## src/rtl/rr_arbiter_4.sv

```systemverilog
// Four-requester round-robin arbiter with a registered one-hot grant and a
// per-grant hold limit that forces a release after MAX_HOLD cycles.
module rr_arbiter_4 #(
    parameter int MAX_HOLD = 8
) (
    input  logic       clk,
    input  logic       rst,
    input  logic [3:0] req,
    output logic [3:0] grant,
    output logic       grant_valid,
    output logic       forced_release
);

    localparam int CW = $clog2(MAX_HOLD + 1);
    localparam logic [CW-1:0] HOLD_LIMIT = CW'(MAX_HOLD);

    typedef enum logic [0:0] {
        IDLE  = 1'b0,
        GRANT = 1'b1
    } state_t;

    state_t          state_r, state_s;
    logic [1:0]      ptr_r, ptr_s;
    logic [1:0]      owner_r, owner_s;
    logic [CW-1:0]   hold_cnt_r, hold_cnt_s;
    logic [3:0]      grant_s;
    logic            grant_valid_s;
    logic            forced_release_s;
    logic [1:0]      winner_s;

    // First requester at or after ptr, wrapping modulo 4.
    function automatic logic [1:0] pick_winner(input logic [3:0] r, input logic [1:0] p);
        logic [1:0] idx;
        logic [1:0] res;
        logic       found;
        res   = p;
        found = 1'b0;
        for (int k = 0; k < 4; k++) begin
            idx = p + 2'(k);
            if (!found && r[idx]) begin
                res   = idx;
                found = 1'b1;
            end
        end
        return res;
    endfunction

    // Next-state and next-output computation.
    always_comb begin
        state_s          = state_r;
        ptr_s            = ptr_r;
        owner_s          = owner_r;
        hold_cnt_s       = hold_cnt_r;
        grant_s          = grant;
        grant_valid_s    = grant_valid;
        forced_release_s = 1'b0;
        winner_s         = pick_winner(req, ptr_r);
        case (state_r)
            IDLE: begin
                if (req != 4'b0000) begin
                    owner_s       = winner_s;
                    grant_s       = 4'b0001 << winner_s;
                    grant_valid_s = 1'b1;
                    hold_cnt_s    = CW'(1);
                    state_s       = GRANT;
                end else begin
                    grant_s       = 4'b0000;
                    grant_valid_s = 1'b0;
                end
            end
            GRANT: begin
                // A still-requesting owner at the limit is a forced release.
                if (!req[owner_r] || (hold_cnt_r == HOLD_LIMIT)) begin
                    grant_s          = 4'b0000;
                    grant_valid_s    = 1'b0;
                    ptr_s            = owner_r + 2'd1;
                    state_s          = IDLE;
                    forced_release_s = req[owner_r];
                end else begin
                    hold_cnt_s = hold_cnt_r + CW'(1);
                end
            end
            default: begin
                state_s       = IDLE;
                grant_s       = 4'b0000;
                grant_valid_s = 1'b0;
            end
        endcase
    end

    // State and output registers; reset clears grant without waiting for a clock.
    always_ff @(posedge clk or posedge rst) begin
        if (rst) begin
            state_r        <= IDLE;
            ptr_r          <= 2'd0;
            owner_r        <= 2'd0;
            hold_cnt_r     <= '0;
            grant          <= 4'b0000;
            grant_valid    <= 1'b0;
            forced_release <= 1'b0;
        end else begin
            state_r        <= state_s;
            ptr_r          <= ptr_s;
            owner_r        <= owner_s;
            hold_cnt_r     <= hold_cnt_s;
            grant          <= grant_s;
            grant_valid    <= grant_valid_s;
            forced_release <= forced_release_s;
        end
    end

endmodule
```

## config.mk

```make
export PLATFORM = sky130hd
export DESIGN_NAME = rr_arbiter_4
export DESIGN_NICKNAME = d
export VERILOG_FILES = /design/src/rtl/rr_arbiter_4.sv
export SDC_FILE = /design/constraint.sdc
export NUM_CORES = 1
export LEC_CHECK = 0
export ABC_AREA = 1
export BUFFER_PORTS_ARGS = -buffer_cell sky130_fd_sc_hd__buf_2
export CORE_ASPECT_RATIO = 1.1
export CORE_MARGIN = 5
export CORE_UTILIZATION = 50
export CTS_CLUSTER_DIAMETER = 30
export CTS_CLUSTER_SIZE = 24
export DETAILED_ROUTE_END_ITERATION = 10
export PLACE_DENSITY = 0.81
export SKIP_LAST_GASP = 1
export SYNTH_ARGS = -nofsm -noshare
export SYNTH_HDL_FRONTEND = slang
export SYNTH_SLANG_ARGS = --single-unit
export TNS_END_PERCENT = 5
```

## constraint.sdc

```tcl
create_clock -name clk -period 1.5 [get_ports clk]
set_input_delay 0.075 -clock clk [delete_from_list [all_inputs] [get_ports clk]]
set_output_delay 0.075 -clock clk [all_outputs]
set_load 0.01 [all_outputs]
```

* After elaboration in Yosys (flattened, before gate mapping)
Cells that the tools add are included. W data, S select, Z words.
Cells by class: reduce and logical (&&, ||, !) cells 12, eq/ne operators 4, shift operators 1, $lt $le $gt $ge 5, $add $sub $neg 5, bitwise logic cells 1, muxes and demuxes 29
Operators by type and width (number):
- $mux W4 | 4
- $pmux W4 S2 | 2
- $lt A2 B3 Y1 const B | 5
- $mux W1 | 13
- $bmux W1 S2 | 5
- $mux W2 | 3
- $reduce_and A2 Y1 | 3
- $add A2 B1 Y2 const B | 2
- $add A2 B2 Y2 const B | 2
- $add A4 B1 Y4 const B | 1
- $eq A4 B4 Y1 const B | 1
- $logic_not A1 Y1 | 4
- $ne A2 B2 Y1 const B | 2
- $pmux W1 S2 | 2
- $reduce_bool A4 Y1 | 1
- $shl A1 B2 Y4 const A | 1
- $logic_and A1 B1 Y1 | 3
- $ne A2 B1 Y1 const B | 1
- $logic_or A1 B1 Y1 | 1
- $not A1 Y1 | 1
Word-level totals: bits in registers 15, output and inout port bits 6, word-level logic and storage cells 64, input bits 6

* Logic depth before layout (Yosys ltp)
word-level depth 15, mapped depth 14, depth with buffers taken out 13

* Worst setup path after synthesis
OpenSTA, ideal clock, no wires.
kind register -> register, start register ptr_r[1], end register grant[1], buffers on the path 1, required time 1384 ps, library setup time 116 ps, slack 72 ps, cell stages (with the launch flop) 14, period minus slack after synthesis 1428 ps, data arrival time 1312 ps, cells stage by stage dfrtp_1 buf_6 inv_4 nand2_1 nand2_1 nand2_1 nand2_2 nand2_4 nor2_4 nand2_1 nand2_1 nor2_2 nand2_1 nand2_1
Between the ends: word-level cells in the longest chain between the ends 15, elaborated cells between the ends (all ways) 26, those cells by class 3 x add/sub; 1 x shift; 16 x mux; 6 x reduce/logical
Ends and longest elaborated chain:
- from (decl) | line 23 | logic [1:0] ptr_r, ptr_s;
- from (signal assigned) | line 103 | ptr_r <= ptr_s;
- branches (longest 11 deep; another with $add A2 B1 Y2)
- $mux W2 (*) | line 40 | if (!found && r[idx]) begin
- $shl A1 B2 Y4 (*) | line 62 | grant_s = 4'b0001 << winner_s;
- $mux W4 (*) | line 60 | if (req != 4'b0000) begin
- $pmux W4 S2 (*) | line 58 | case (state_r)
- to (signal assigned) | line 106 | grant <= grant_s;
- to (decl) | line 9 | output logic [3:0] grant,
Mark *: on every way between the ends. The select of a mux whose other input is x is not followed. A chain may end at the register's enable or synchronous reset.

* Worst setup path in the final report
start register ptr_r[0], end register grant[3]
The elaborated chain is that of the path after synthesis.

==> results.toml <==
[worst_setup_path]
cp_slowest_cell = "dfrtp_2"
crit_chain = "clkinvlp_4 -> nand2_4 -> nand3_4 -> nand2_4 -> nand2_2 -> nand2_1 -> nand3_1 -> nand3_1 -> nand2_2 -> nand2_1 -> nand2_1"
crit_path_end_kind = "flop"
cp.arrival_ns = 1.83
cp_top_family = "simple AND/OR/NAND/NOR gates"
cp-start-kind = "flop"
ff2ff_path_depth = 11
path_class = "reg2reg"
cp_max_fo = 7
path_common_cell = "nand2_1"
cp.depth = 11
crit_required_ns = 1.69
worst-path-buf-inv = 1
max_stage_delay_ns = 0.47

[global_routing]
gr-total-overflow = 0
grt_pass1_wl_microns = 4800
antenna_found_initial = 0
grt_usage_pct = 18.2
grt_pass1_vias = 1178
grt_max_degree = 16

[yosys]
synth.top_cell.area_share_pct = 33.1
seq_area_frac_synth_pct = 33.1
syn_inst = 167
async_flop_share_pct = 100
netlist_area_sq_um = 1130
synth_seq_cells = 15
synth_edf_count = 0
yosys-top-cells-count = "81 x nand2_1, 15 x dfrtp_1, 15 x nand3_1"
syn_area_per_cell_sq_um = 6.79
synth.largest_area_cell = "dfrtp_1"
synth_fp_nets = 175
synth.distinct_cells = 23
yosysWarnings = 0
synth.most_common_cell = "nand2_1"
ys_top_cells_by_area = "dfrtp_1 33%, nand2_1 27%, nand3_1 6.6%, nand2_4 5.0%, inv_1 4.3%"
ys.flop_type = "dfrtp_1"

[route]
drtPass1Iterations = 4
drc = 0
wirelength_microns = 2790
vias_per_cell = 5.11
first_iter_violations = 14
num_vias = 1160
wl_per_cell_microns = 12.3
ant_nets = 0

[placement]
place_inst = 218
place_congestion = 0.810
port-buffer-count = 11
dp.final_hpwl_microns = 2010

[floorplanning]
die_h_microns = 59.9
coreArea_sq_um = 2210
num_io_pins = 12
dieWidth_microns = 55.4
initial_utilization_pct = 51.4
die_area_sq_um = 3320
fp-row-count = 18

[power_and_ir_drop]
power_density_nw_per_um2 = 2280
vdd.ir_drop.worst_mv = 1.30
total_leakage_power_nw = 0.782
finalPower_mw = 3.15

[job]
drv_cap = 0

[clock_network]
clkSlewWorstSetupHoldPaths_ns = 0.09
htreeDepth = 1
cts_buffers = 3
clock_path_buffers = 2
cts_sinks = 15
clockRootBuffer = "clkbuf_4"
clock_latency_ns = 0.29
cts_tree = "built"

[timing]
finalCritPeriodShare_pct = 110
setup_slack_ns = -0.145
worst_slew_pin_slew_ns = 0.555
clock_skew_ns = 0.00100
finalSetupViolations = 7
hold_viol_final = 0
slew_viol_final = 0
timing.final.crit_period_ns = 1.64
relSlewSlack_pct = 63.0
clock.fmax_ghz = 0.608
rsz0062_at_grt = "yes"

[min_path]
hp-class = "in2reg"
holdPathStages = 7

[final_layout]
final_cells = 227
final_nets = 206
drive_gt1_share_pct = 31.5
syn_to_final_growth_pct = 21.9
antenna_cells = 0

[run_status]
violations = "negative setup slack"
status = "complete, but fails checks"
path summary, 6_finish.rpt:
| check | start | endpoint | slack, ns |
|---|---|---|---|
| max | ptr_r[0] | grant[3] | -0.14 |
| max in group asynchronous | rst | ptr_r[0] | 0.74 |
| min | req[3] | forced_release | 0.28 |
| min reg2reg | grant[0] | grant[0] | 0.48 |
| max reg2reg | ptr_r[0] | grant[3] | -0.14 |
| min in group asynchronous | rst | grant[3] | 0.37 |
registers in the layout (all words and copies together), names as in the netlist:
signal and count:
forced_release 1, hold_cnt_r 4, owner_r 2, state_r 1
ptr_r 2, grant 4, grant_valid 1
per-stage QoR:
step	TNS, ns	worst slack, ns	cell area, sq um	utilization, %	hold slack [ns]
2_1_floorplan	0	0.0718	1130	-	-0.0235
3_3_place_gp	-0.129	-0.0643	1290	58.4	0.143
3_5_place_dp	-0.403	-0.0986	1290	58.4	0.151
4_1_cts	-0.350	-0.0833	1360	61.7	0.263
5_1_grt	-2.01	-0.247	1380	62.6	0.314
6_report	-0.687	-0.145	1380	62.6	0.278
layout make-up:
type                    instances  area, sq um
clock buffers                   4         26.3
fillers                       229          826
inverters                      18         75.1
multi-input cells             131          668
flip-flops and latches         15          378
well taps                      30         37.5
repair buffers                 28          189
repair inverters                1         7.51
where the power goes:
part	internal, mW	switching, mW	leakage (nW)
Sequential	0.563	0.155	0.189
Combinational	0.846	1.35	0.578
Clock	0.104	0.134	0.0150
tightest hold or removal path: cells and delay by family:
kind	cells	cell delay [ns]
simple gates	6	0.32
buf+inv	1	0.13
cell families after synthesis:
| family | synth area share, % |
|---|---|
| and+or+nand+nor | 50.7 |
| buffers and inverters | 9.27 |
| DFF | 33.1 |
| AOI/OAI and AO/OA | 3.97 |
| adders and majority gates | 2.21 |
| xor gates and xnor gates | 0.773 |
repair_timing:
item	4_1_cts	5_1_grt
pin swaps	2	7
hold buffers	1	0
gates cloned	2	0
setup endpoints to repair	7	11
setup buffers	1	1
endpoints found under the hold margin	15	0
resized for setup	7	6
layer usage:
metal	wire, microns	vias to the layer above	GRT usage (%)
met5	0	-	0
met4	112	0	11.1
li1	-	576	-
met2	1540	31	36.7
met3	71	14	2.59
met1	1060	539	17.6
placed cells by master (no fill, tap or decap), drive strengths merged:
cell type | netlist | layout
a21oi | 3 | 3
buf | 3 | 27
clkbuf | 0 | 4
clkinv | 2 | 1
clkinvlp | 0 | 1
dfrtp | 15 | 15
dlygate4sd3 | 0 | 1
ha | 2 | 2
inv | 16 | 17
nand2 | 93 | 93
nand3 | 18 | 18
nand4 | 1 | 1
nor2 | 5 | 5
nor3 | 1 | 1
nor3b | 1 | 1
o21ai | 6 | 6
xnor2 | 1 | 1
Note: power is estimated with default switching activity, not from simulation.
